`src/rtl/udp_img_pkg.sv`:
```
// Shared definitions for the UDP image-line unpacker: FSM encoding and the
// header word layout (sync / flags / line index).
package udp_img_pkg;

  typedef enum logic [1:0] {
    ST_IDLE    = 2'd0,
    ST_PAYLOAD = 2'd1,
    ST_DROP    = 2'd2
  } state_e;

  localparam int HDR_SYNC_MSB = 31;
  localparam int HDR_SYNC_LSB = 24;
  localparam int HDR_FS_BIT   = 16;
  localparam int HDR_LINE_MSB = 15;
  localparam int HDR_LINE_LSB = 0;

  function automatic logic [7:0] hdr_sync(input logic [31:0] w);
    return w[HDR_SYNC_MSB:HDR_SYNC_LSB];
  endfunction

  function automatic logic hdr_fs(input logic [31:0] w);
    return w[HDR_FS_BIT];
  endfunction

  function automatic logic [15:0] hdr_line(input logic [31:0] w);
    return w[HDR_LINE_MSB:HDR_LINE_LSB];
  endfunction

endpackage

```
`src/rtl/udp_img_unpack.sv`:
```
// Unpacks one RGB565 image line per UDP packet: header check, two-pixel
// serializer per 32-bit word, line completion / error reporting.
module udp_img_unpack
  import udp_img_pkg::*;
#(
  parameter int unsigned IMG_W = 320,
  parameter int unsigned IMG_H = 240,
  parameter logic [7:0]  SYNC  = 8'hF0
) (
  input  logic        clk,
  input  logic        rst_n,
  input  logic        rec_data_en,
  input  logic [31:0] rec_data,
  input  logic        rec_end,
  input  logic [15:0] rec_data_num,
  output logic        pix_en,
  output logic [15:0] pix_data,
  output logic [15:0] line_num,
  output logic        frame_start,
  output logic        line_end,
  output logic        pkt_err
);

  localparam int             CW         = $clog2(IMG_W + 1);
  localparam int             CWX        = CW + 1;
  localparam logic [CW-1:0]  CNT_MAX    = CW'(IMG_W);
  localparam logic [CWX-1:0] CNT_MAX_X  = CWX'(IMG_W);
  localparam logic [15:0]    LINE_BYTES = 16'(4 + 2 * IMG_W);
  localparam logic [15:0]    IMG_H_W    = 16'(IMG_H);

  state_e        r_state;
  state_e        w_state_nxt;
  logic [CW-1:0] r_pix_cnt;
  logic [15:0]   r_lo_data;
  logic          r_lo_pend;
  logic [1:0]    r_le_sr;

  logic          w_hdr_ok;
  logic          w_pay_word;
  logic          w_emit_hi;
  logic          w_emit_lo;
  logic          w_odd_tail;
  logic          w_hi_go;
  logic          w_lo_go;
  logic [CWX-1:0] w_cnt_p1;
  logic [CW-1:0] w_cnt_nxt;
  logic          w_line_ok;
  logic          w_accept;
  logic          w_err_set;
  logic          w_le_set;
  logic          w_fs_set;

  assign w_hdr_ok   = (hdr_sync(rec_data) == SYNC) && (hdr_line(rec_data) < IMG_H_W);
  assign w_pay_word = (r_state == ST_PAYLOAD) && rec_data_en;
  assign w_cnt_p1   = {1'b0, r_pix_cnt} + {{CW{1'b0}}, 1'b1};
  assign w_emit_hi  = r_pix_cnt < CNT_MAX;
  assign w_emit_lo  = w_cnt_p1 < CNT_MAX_X;
  // A payload ending on a half word leaves a stale lower half in the last word.
  assign w_odd_tail = rec_end && (rec_data_num[1:0] == 2'b10);
  assign w_hi_go    = w_pay_word && w_emit_hi;
  assign w_lo_go    = w_pay_word && w_emit_lo && !w_odd_tail;
  assign w_cnt_nxt  = r_pix_cnt + CW'(w_hi_go) + CW'(w_lo_go);
  assign w_line_ok  = (rec_data_num == LINE_BYTES) && (w_cnt_nxt == CNT_MAX);
  assign w_fs_set   = w_accept && hdr_fs(rec_data) && (hdr_line(rec_data) == 16'h0000);

  // Packet FSM next state and single-cycle event decisions.
  always_comb begin
    w_state_nxt = r_state;
    w_accept    = 1'b0;
    w_err_set   = 1'b0;
    w_le_set    = 1'b0;
    case (r_state)
      ST_IDLE: begin
        if (rec_data_en) begin
          if (rec_end) begin
            w_err_set = 1'b1;
          end else if (w_hdr_ok) begin
            w_state_nxt = ST_PAYLOAD;
            w_accept    = 1'b1;
          end else begin
            w_state_nxt = ST_DROP;
          end
        end else begin
          w_state_nxt = ST_IDLE;
        end
      end
      ST_PAYLOAD: begin
        if (rec_end) begin
          w_state_nxt = ST_IDLE;
          if (w_line_ok) begin
            w_le_set = 1'b1;
          end else begin
            w_err_set = 1'b1;
          end
        end else begin
          w_state_nxt = ST_PAYLOAD;
        end
      end
      ST_DROP: begin
        if (rec_end) begin
          w_state_nxt = ST_IDLE;
          w_err_set   = 1'b1;
        end else begin
          w_state_nxt = ST_DROP;
        end
      end
      default: begin
        w_state_nxt = ST_IDLE;
      end
    endcase
  end

  // State register, header capture and pixel counter.
  always_ff @(posedge clk or negedge rst_n) begin
    if (!rst_n) begin
      r_state     <= ST_IDLE;
      r_pix_cnt   <= '0;
      line_num    <= 16'h0000;
      frame_start <= 1'b0;
      pkt_err     <= 1'b0;
    end else begin
      r_state     <= w_state_nxt;
      frame_start <= w_fs_set;
      pkt_err     <= w_err_set;
      if (w_accept) begin
        line_num  <= hdr_line(rec_data);
        r_pix_cnt <= '0;
      end else if (w_pay_word) begin
        r_pix_cnt <= w_cnt_nxt;
      end else begin
        r_pix_cnt <= r_pix_cnt;
      end
    end
  end

  // Two-pixel serializer: upper half next cycle, lower half the cycle after.
  always_ff @(posedge clk or negedge rst_n) begin
    if (!rst_n) begin
      pix_en    <= 1'b0;
      pix_data  <= 16'h0000;
      r_lo_data <= 16'h0000;
      r_lo_pend <= 1'b0;
    end else begin
      r_lo_pend <= w_lo_go;
      if (w_lo_go) begin
        r_lo_data <= rec_data[15:0];
      end
      if (w_hi_go) begin
        pix_en   <= 1'b1;
        pix_data <= rec_data[31:16];
      end else if (r_lo_pend) begin
        pix_en   <= 1'b1;
        pix_data <= r_lo_data;
      end else begin
        pix_en   <= 1'b0;
      end
    end
  end

  // line_end trails the final pixel by one cycle, whichever half was last.
  always_ff @(posedge clk or negedge rst_n) begin
    if (!rst_n) begin
      r_le_sr  <= 2'b00;
      line_end <= 1'b0;
    end else begin
      line_end <= r_le_sr[0];
      if (w_le_set) begin
        r_le_sr <= w_lo_go ? 2'b10 : 2'b01;
      end else begin
        r_le_sr <= {1'b0, r_le_sr[1]};
      end
    end
  end

endmodule

```
`config.mk`:
```
export PLATFORM = sky130hd
export DESIGN_NAME = udp_img_unpack
export DESIGN_NICKNAME = d
export VERILOG_FILES = /design/src/rtl/udp_img_pkg.sv /design/src/rtl/udp_img_unpack.sv
export SDC_FILE = /design/constraint.sdc
export NUM_CORES = 1
export LEC_CHECK = 0
export ABC_AREA = 1
export CORE_UTILIZATION = 48
export DETAILED_ROUTE_END_ITERATION = 12
export GPL_TIMING_DRIVEN = 0
export PLACE_DENSITY_LB_ADDON = 0.08
export SLEW_MARGIN = 5
export SYNTH_ARGS = -nofsm -noshare
export SYNTH_HDL_FRONTEND = slang
export SYNTH_SLANG_ARGS = --single-unit
```
`constraint.sdc`:
```
create_clock -name clk -period 3.46 [get_ports clk]
set_clock_uncertainty 0.15 [all_clocks]
set_input_delay 1.038 -clock clk [delete_from_list [all_inputs] [get_ports clk]]
set_output_delay 1.038 -clock clk [all_outputs]
set_load 0.03 [all_outputs]
```
# --- After elaboration in Yosys (flattened, before gate mapping) ---
# Index checks and enable logic that the tools add are counted.
word_totals:
  regBits: 66
  in_bits: 52
classes:
  n_addsub: 3
  n_lt_le_gt_ge: 3
  eq_ne: 7
  muxes: 26
  n_reduce_logical: 14
op_table:
  columns: ["cell", "n"]
  rows:
  - ["two-way mux 16 bit", 2]
  - ["adder 9 x 1 -> 9 bit", 2]
  - ["two-way mux 9 bit", 2]
  - ["== test 16 x 10 -> 1 bit (second input constant)", 1]
  - ["logical NOT 16 bit", 1]
  - ["< comparator 16 x 8 -> 1 bit (second input constant)", 1]
  - ["two-way mux 1 bit", 14]
  - ["two-way mux 2 bit", 6]
  - ["adder 9 x 1 -> 10 bit (second input constant)", 1]
  - ["< comparator 10 x 9 -> 1 bit (second input constant)", 1]
  - ["== test 9 bit (second input constant)", 1]
  - ["logical AND 1 bit", 9]
  - ["< comparator 9 bit (second input constant)", 1]
  - ["== test 8 bit (second input constant)", 1]
  - ["case mux 2 bit (3 select lines)", 1]
  - ["== test 2 bit (second input constant)", 2]
  - ["nonzero test 2 bit", 2]
  - ["!= test 3 bit (second input constant)", 1]
  - ["case mux 1 bit (3 select lines)", 1]
  - ["== test 2 x 1 -> 1 bit (second input constant)", 1]
  - ["logical NOT 2 bit", 1]
  - ["logical NOT 1 bit", 1]

# --- Logic depth before layout (Yosys ltp) ---
# Gate-level depths: netlist (run 1).
logic_depth:
  ltp_word: 11
  ltp_mapped: 18
  mapped_depth_nobuf: 17

# --- Least setup slack after synthesis (run 1) ---
# OpenSTA, ideal clock, no wires.
synth_path:
  kind: "input to register"
  from: "input port rec_data_en"
  to: "register r_le_sr[0]"
  setup_time_ps: 113
  arrival_time_ps: 2821
  required_ps: 3197
  path_slack_ps: 375
  stages: 16
  cell_sequence: "nand2_4 -> nor2_4 -> nand2_8 -> inv_2 -> buf_2 -> fa_1 -> ha_1 -> inv_1 -> nor2_2 -> nand2_1 -> nand2_1 -> nand2_1 -> nor3_2 -> nand4_1 -> nand2_1 -> inv_1"
synth_between:
  elab_chain_len: 10
synth_lines:
  columns: ["item", "line_no", "rtl"]
  rows:
  - ["from (decl)", "udp_img_unpack.sv:12", "input logic rec_data_en,"]
  - ["logical AND 1 bit (*)", "udp_img_unpack.sv:54", "assign w_pay_word = (r_state == ST_PAYLOAD) && rec_data_en;"]
  - ["logical AND 1 bit (on tied branches)", "udp_img_unpack.sv:60, udp_img_unpack.sv:61", null]
  - ["adder 9 x 1 -> 9 bit / logical AND 1 bit (equally long branches)", "udp_img_unpack.sv:62, udp_img_unpack.sv:61", null]
  - ["adder 9 x 1 -> 9 bit", "udp_img_unpack.sv:62", "assign w_cnt_nxt = r_pix_cnt + CW'(w_hi_go) + CW'(w_lo_go);"]
  - ["== test 9 bit", "udp_img_unpack.sv:63", "assign w_line_ok = (rec_data_num == LINE_BYTES) && (w_cnt_nxt == CNT_MAX);"]
  - ["logical AND 1 bit", "udp_img_unpack.sv:63", null]
  - ["two-way mux 1 bit", "udp_img_unpack.sv:90", "if (w_line_ok) begin"]
  - ["two-way mux 1 bit", "udp_img_unpack.sv:88", "if (rec_end) begin"]
  - ["two-way mux 1 bit", "udp_img_unpack.sv:72", "case (r_state)"]
  - ["two-way mux 2 bit (*)", "udp_img_unpack.sv:167", "if (w_le_set) begin"]
  - ["to (signal assigned)", "udp_img_unpack.sv:168", "r_le_sr <= w_lo_go ? 2'b10 : 2'b01;"]
  - ["to (signal assigned)", "udp_img_unpack.sv:170", "r_le_sr <= {1'b0, r_le_sr[1]};"]
  - ["to (decl)", "udp_img_unpack.sv:36", "logic [1:0] r_le_sr;"]
# Mark *: on every way between the ends. The rest lies on a longest branch, timed or not.
# A chain may end at the register's enable or synchronous reset.

# --- Final worst setup path (run 1) ---
layout_path:
  from: "input port rec_data_num[0]"
  to: "register r_le_sr[0]"
layout_between:
  elab_chain_len: 11
layout_lines:
  columns: ["item", "line_no", "rtl"]
  rows:
  - ["from (decl)", "udp_img_unpack.sv:15", "input logic [15:0] rec_data_num,"]
  - ["== test 2 bit (*)", "udp_img_unpack.sv:59", "assign w_odd_tail = rec_end && (rec_data_num[1:0] == 2'b10);"]
  - ["logical AND 1 bit (*)", "udp_img_unpack.sv:59", null]
  - ["logical NOT 1 bit (*)", "udp_img_unpack.sv:61", "assign w_lo_go = w_pay_word && w_emit_lo && !w_odd_tail;"]
  - ["logical AND 1 bit (*)", "udp_img_unpack.sv:61", null]
  - ["named net w_lo_go", "udp_img_unpack.sv:44", "logic w_lo_go;"]
  - ["adder 9 x 1 -> 9 bit", "udp_img_unpack.sv:62", null]
  - ["== test 9 bit", "udp_img_unpack.sv:63", null]
  - ["logical AND 1 bit", "udp_img_unpack.sv:63", null]
  - ["two-way mux 1 bit", "udp_img_unpack.sv:90", null]
  - ["two-way mux 1 bit", "udp_img_unpack.sv:88", null]
  - ["two-way mux 1 bit", "udp_img_unpack.sv:72", null]
  - ["two-way mux 2 bit (*)", "udp_img_unpack.sv:167", null]
# The timed path passes the listed nets; every way through them passes the cells marked *.

==> results.cfg, run 1 <==
[timing]
finalCriticalPeriod_ns = 3.198
relSlewSlack = 0.4520
whs_ns = 0.2035
period_share = 0.9241
finalHoldViolations = 0
rsz0062_at_grt = false
setup_violations = 0
drv_slew = 0
worst_slew_pin_slew_ns = 0.8221
max_freq_mhz = 312.7

[layout]
area_growth_pct = 38.07
diodes = 0
fill_cells = 526
final_core_util = 0.6853
nNetsFinal = 529
final_common_cell = clkdlybuf4s50_1
final_layout_size_suffix_gt1_frac = 0.1125
mostFrequentLayoutCells = clkdlybuf4s50_1 (84), nand2_1 (83), inv_1 (67), dfrtp_1 (66), nor2_1 (34)
design_area_mm2 = 0.004352

[grt]
grt_antenna_before_repair = 0
grt_pass1_wl_mm = 12.56
grt_max_degree = 67
grt_pass1_vias = 2775
grt_overflow_total = 0
grt_use_total = 0.2293

[outcome]
outcome = finished clean

[logic_synthesis]
async_flop_share = 1.000
synthAdderAreaFrac = 0.01032
synthCells = 375
synth_simple_gate_area_frac = 0.2330
yosysUniqueCellTypes = 31
synth-xor-area-share = 0.002779
synthFlopType = dfrtp_1
yosysSeqAreaShare = 0.5240
ys.warnings.count = 0
synth_edf_count = 0
synth_compound_gate_area_share = 0.1175
synthMuxAreaShare = 0
netlist_area_mm2 = 0.003152
ys_seq_elements = 66
synth_top_family_by_area = simple AND/OR/NAND/NOR gates
synth_nets = 429
syn_area_per_cell_um2 = 8.405

[routing]
viasPerCell = 4.973
drtIter0Drc = 113
wl_per_cell_um = 12.86
num_vias = 2770
firstDrtPassIters = 4
routed_wirelength_mm = 7.163
route.antenna.remaining_nets = 0
drc_errors = 0

[pwr]
p_sw_frac = 0.2269
combPwrFrac = 0.067
p_sw_uw = 346.5
p_int_uw = 1181
powerDensity_mw_per_mm2 = 351.0
ir_worst_vdd_uv = 365.9
seq_power_share = 0.507
power.total_uw = 1528
leakage_uw = 0.002087
pwr-share-clk = 0.426

[setup_path]
cp_common_cell = nand2_1
path_cells = clkdlybuf4s50_1 -> nor2_1 -> nand2_1 -> nand2_1 -> nor2_4 -> fa_2 -> ha_2 -> inv_1 -> nor2_4 -> nand3_1 -> nand2_1 -> nor3_4 -> nand4_1 -> nand2_1 -> inv_1
critPathTopFamily = simple AND/OR/NAND/NOR gates
arrival_ns = 3.29
cp_slowest_cell = clkdlybuf4s50_1
crit_cells = 15
crit_fanout = 4
crit_path_end_kind = flip-flop
path_class = input pin to flip-flop
max_stage_delay_ns = 0.43
cp.required_ns = 3.55
worstRegToRegCells = 15
crit_buf_inv = 3
start_kind = input pin

[clock_tree]
root_buffer = clkbuf_8
clk_pin_slew_worst_paths_ns = 0.07
cts_tree = yes
clock-sinks = 66
clk_path_buf_depth = 2
cts_made_buffers = 9
clk_latency_ns = 0.34
cts.htree.levels = 3
postCtsHoldBufs = 0

[hold_path]
hold_class = flip-flop to flip-flop
hold_depth = 0

[placement]
gp_congestion = 0.8652
port_buffers = 87
hpwl_mm = 5.215
dpl_cell_area_mm2 = 0.004116

[floorplan]
die_area_mm2 = 0.006894
die_h_um = 83.03
initial_utilization = 0.4964
io_pins = 88
rows = 29
die_x_um = 83.03
core-area_mm2 = 0.006350

[run]
maxCapViolations = 0
==> stage by stage <==
stage | instances | setup WS (ns) | setup TNS, ns
2_1_floorplan | 375 | 0.3754 | 0
3_3_place_gp | 539 | -0.9736 | -65.84
3_5_place_dp | 539 | -0.6603 | -2.325
4_1_cts | 555 | 0.01934 | 0
5_1_grt | 557 | 0.006674 | 0
6_report | 557 | 0.2625 | 0
==> power groups by stage <==
stage / registers [µW] / clock network [µW] / logic [µW]
after floorplan: 791 / 0 / 18.1
after global placement: 789 / 0 / 104
after detailed placement: 789 / 0 / 104
after CTS: 774 / 666 / 104
after global routing: 774 / 696 / 114
final: 774 / 651 / 102
==> cell usage after synthesis, types with 3 or more instances <==
cell type / instances / area [µm²]
nand2_1: 83 / 311.6
inv_1: 67 / 251.5
dfrtp_1: 66 / 1652
nor2_1: 34 / 127.6
nand3_1: 29 / 145.1
o21ai_1: 24 / 120.1
a21oi_1: 10 / 50.05
o211ai_2: 9 / 112.6
buf_2: 7 / 35.03
inv_2: 6 / 22.52
nand4_1: 5 / 31.28
o221ai_1: 5 / 43.79
clkbuf_1: 4 / 15.01
nor4_1: 4 / 25.02
o211ai_1: 3 / 22.52
==> per-layer routing <==
layer | global-route usage | wire length (µm)
met1 | 0.2940 | 3200
met2 | 0.3808 | 3449
met3 | 0.04771 | 406
met4 | 0.09248 | 106
met5 | 0 | 0
==> logic make-up (layout without fill, tap and decap cells) <==
group / count (synthesis) / in the layout
AOI/OAI and AO/OA: 54 / 54
xor gates and xnor gates: 1 / 1
adders and majority gates: 2 / 2
buffers and inverters: 87 / 192
DFF: 66 / 66
and+or+nand+nor: 165 / 165
==> timing repair <==
action	CTS	global route
pin swaps	3	5
endpoints found under the setup margin	3	3
resized for setup	4	4
buffers inserted	1	2
endpoints found under the hold margin	0	0
==> cell type report <==
| class | instances | area, µm² | area share |
|---|---|---|---|
| clock buffer | 11 | 141.4 | 0.03249 |
| multi-input combinational | 222 | 1162 | 0.2671 |
| clock inverter | 5 | 53.80 | 0.01236 |
| tap | 77 | 96.34 | 0.02214 |
| sequential | 66 | 1652 | 0.3795 |
| timing repair buffer | 90 | 892.1 | 0.2050 |
| buffer | 13 | 75.07 | 0.01725 |
| inverter | 73 | 279.0 | 0.06412 |
==> state kept, by name, summed over array words and instances, names as in the netlist <==
name         cells
line_num        16
pix_data        16
r_lo_data       16
r_pix_cnt        9
r_le_sr          2
r_state          2
frame_start      1
line_end         1
pix_en           1
pkt_err          1
r_lo_pend        1
==> final timing paths <==
check / slack [ns] / from / endpoint
hold reg to reg: 0.20 / r_le_sr[0]$_DFF_PN0_ / line_end$_DFF_PN0_
min in group asynchronous: 0.64 / rst_n / pix_data[7]$_DFFE_PN0P_
setup / recovery: 0.26 / rec_data_num[0] / r_le_sr[0]$_DFF_PN0_
max in group asynchronous: 1.99 / rst_n / line_num[11]$_DFFE_PN0P_
hold / removal: 0.20 / r_le_sr[0]$_DFF_PN0_ / line_end$_DFF_PN0_
setup reg to reg: 0.70 / r_pix_cnt[4]$_DFFE_PN0P_ / r_le_sr[0]$_DFF_PN0_
Power figures use the tool's default switching activity.
==> run 2, diff against run 1 <==
--- a/config.mk
+++ b/config.mk
@@ -6,11 +6,12 @@
 export NUM_CORES = 1
 export LEC_CHECK = 0
 export ABC_AREA = 1
-export CORE_UTILIZATION = 48
+export CORE_ASPECT_RATIO = 0.7
+export CORE_UTILIZATION = 43
 export DETAILED_ROUTE_END_ITERATION = 12
 export GPL_TIMING_DRIVEN = 0
 export PLACE_DENSITY_LB_ADDON = 0.08
-export SLEW_MARGIN = 5
+export SLEW_MARGIN = 20
 export SYNTH_ARGS = -nofsm -noshare
 export SYNTH_HDL_FRONTEND = slang
 export SYNTH_SLANG_ARGS = --single-unit
==> run 2 against run 1 <==
Effect of this change:
- count of clock-buffer cells in the layout rose by 2
- global-route usage fell by 1.7 points
- highest routed layer unchanged
- flip-flop and latch count is the same
- sequential share of layout area is 0.48 points lower
- combinational power up 5%
- sequential power about the same
- largest power group unchanged
- routed wire length increased by 5.5%
- setup slack worse by 0.071 ns
- cell count up 2.9%
==> results.cfg, run 2 (synthesized netlist as in run 1, its figures left out) <==
[outcome]
outcome = finished clean

[clock_tree]
clk_path_buf_depth = 2
postCtsHoldBufs = 0
root_buffer = clkbuf_8
cts_made_buffers = 9
clk_latency_ns = 0.34
cts.htree.levels = 3
clock-sinks = 66
clk_pin_slew_worst_paths_ns = 0.07
cts_tree = yes

[timing]
period_share = 0.9447
worst_slew_pin_slew_ns = 0.5040
whs_ns = 0.2020
finalHoldViolations = 0
finalCriticalPeriod_ns = 3.269
rsz0062_at_grt = false
setup_violations = 0
max_freq_mhz = 305.9
drv_slew = 0
relSlewSlack = 0.6609

[layout]
final_common_cell = clkdlybuf4s50_1
mostFrequentLayoutCells = clkdlybuf4s50_1 (84), nand2_1 (83), inv_1 (67), dfrtp_1 (66), nor2_1 (34)
nNetsFinal = 528
diodes = 0
final_layout_size_suffix_gt1_frac = 0.1127
final_core_util = 0.6376
fill_cells = 613
reg_top3 = line_num: 16 flops, pix_data: 16 flops, r_lo_data: 16 flops
design_area_mm2 = 0.004408
area_growth_pct = 39.86

[grt]
grt_antenna_before_repair = 0
grt_overflow_total = 0
grt_pass1_vias = 2564
grt_pass1_wl_mm = 12.30
grt_use_total = 0.2127
grt_max_degree = 56

[placement]
hpwl_mm = 5.660
dpl_cell_area_mm2 = 0.004165
gp_congestion = 0.8951
port_buffers = 87

[setup_path]
arrival_ns = 3.36
cp.required_ns = 3.55
path_class = input pin to flip-flop
start_kind = input pin
worstRegToRegCells = 15
crit_start = rec_data_num[0]
crit_path_end_kind = flip-flop
reg2reg_from = r_pix_cnt[4]$_DFFE_PN0P_
crit_fanout = 4

[floorplan]
io_pins = 88
die_x_um = 104.3
die_area_mm2 = 0.007681
rows = 25
initial_utilization = 0.4559
die_h_um = 73.63
core-area_mm2 = 0.006913

[hold_path]
hold_class = flip-flop to flip-flop
hold_depth = 0
min_from = r_le_sr[0]$_DFF_PN0_

[routing]
drtIter0Drc = 170
firstDrtPassIters = 4
num_vias = 2730
viasPerCell = 4.764
route.antenna.remaining_nets = 0
routed_wirelength_mm = 7.555
drc_errors = 0
wl_per_cell_um = 13.18

[run]
maxCapViolations = 0

[pwr]
ir_worst_vdd_uv = 212.5
leakage_uw = 0.002086
powerDensity_mw_per_mm2 = 359.6
-- run 2: final timing paths --
path                                                 end  slack [ns]
worst max-delay path                r_le_sr[0]$_DFF_PN0_        0.19
worst min-delay path                  line_end$_DFF_PN0_        0.20
worst max register to register      r_le_sr[0]$_DFF_PN0_        0.60
worst min register to register        line_end$_DFF_PN0_        0.20
max in group asynchronous       r_pix_cnt[4]$_DFFE_PN0P_        2.27
min in group asynchronous        pix_data[0]$_DFFE_PN0P_        0.38
-- run 2: cell type report --
cell class                 count  area (µm²)  area share
timing repair buffer          89       902.1      0.2047
clock inverter                 3       45.04     0.01022
multi-input combinational    222        1161      0.2634
inverter                      73       276.5     0.06273
clock buffer                  13       178.9     0.04059
buffer                        13       75.07     0.01703
tap                           94       117.6     0.02668
sequential                    66        1652      0.3747
-- run 2: worst max-delay path: stages --
cell and delay, ns:
clkdlybuf4s50_1 0.42, nor2_1 0.10, nand2_1 0.08, nand2_1 0.11, nor2_4 0.06, fa_2 0.40
ha_4 0.24, nor2_1 0.12, nand3_1 0.08, nor2_1 0.09, nand3_1 0.09, nor3_2 0.24
nand4_1 0.15, nand2_1 0.11, inv_1 0.04
-- run 2: through the flow --
step | power [µW] | setup TNS, ns | instances | worst slack (ns)
6_report | 1585 | 0 | 573 | 0.1914
5_1_grt | 1647 | 0 | 573 | 0.01465
4_1_cts | 1599 | 0 | 573 | 0.2065
3_5_place_dp | 897.5 | -2.238 | 557 | -0.6262
3_3_place_gp | 893.0 | -70.06 | 556 | -1.037
2_1_floorplan | 809.2 | 0 | 375 | 0.3754
-- run 2: what timing repair did --
| action | 4_1_cts | 5_1_grt |
|---|---|---|
| endpoints found under the setup margin | 3 | 1 |
| resized for setup | 4 | 2 |
| pin swaps | 1 | 2 |
| setup buffers | 1 | 0 |
-- run 2: per-layer routing --
metal	up-vias	wire length, µm	track usage
li1	1380	-	-
met5	-	0	0
met3	9	571	0.08518
met2	87	3094	0.2973
met1	1254	3819	0.3050
met4	0	70	0.05397
-- run 2: power breakdown --
group          internal (µW)  switching, µW
Sequential               773           1.05
Combinational           61.0           45.6
Clock                    411            293
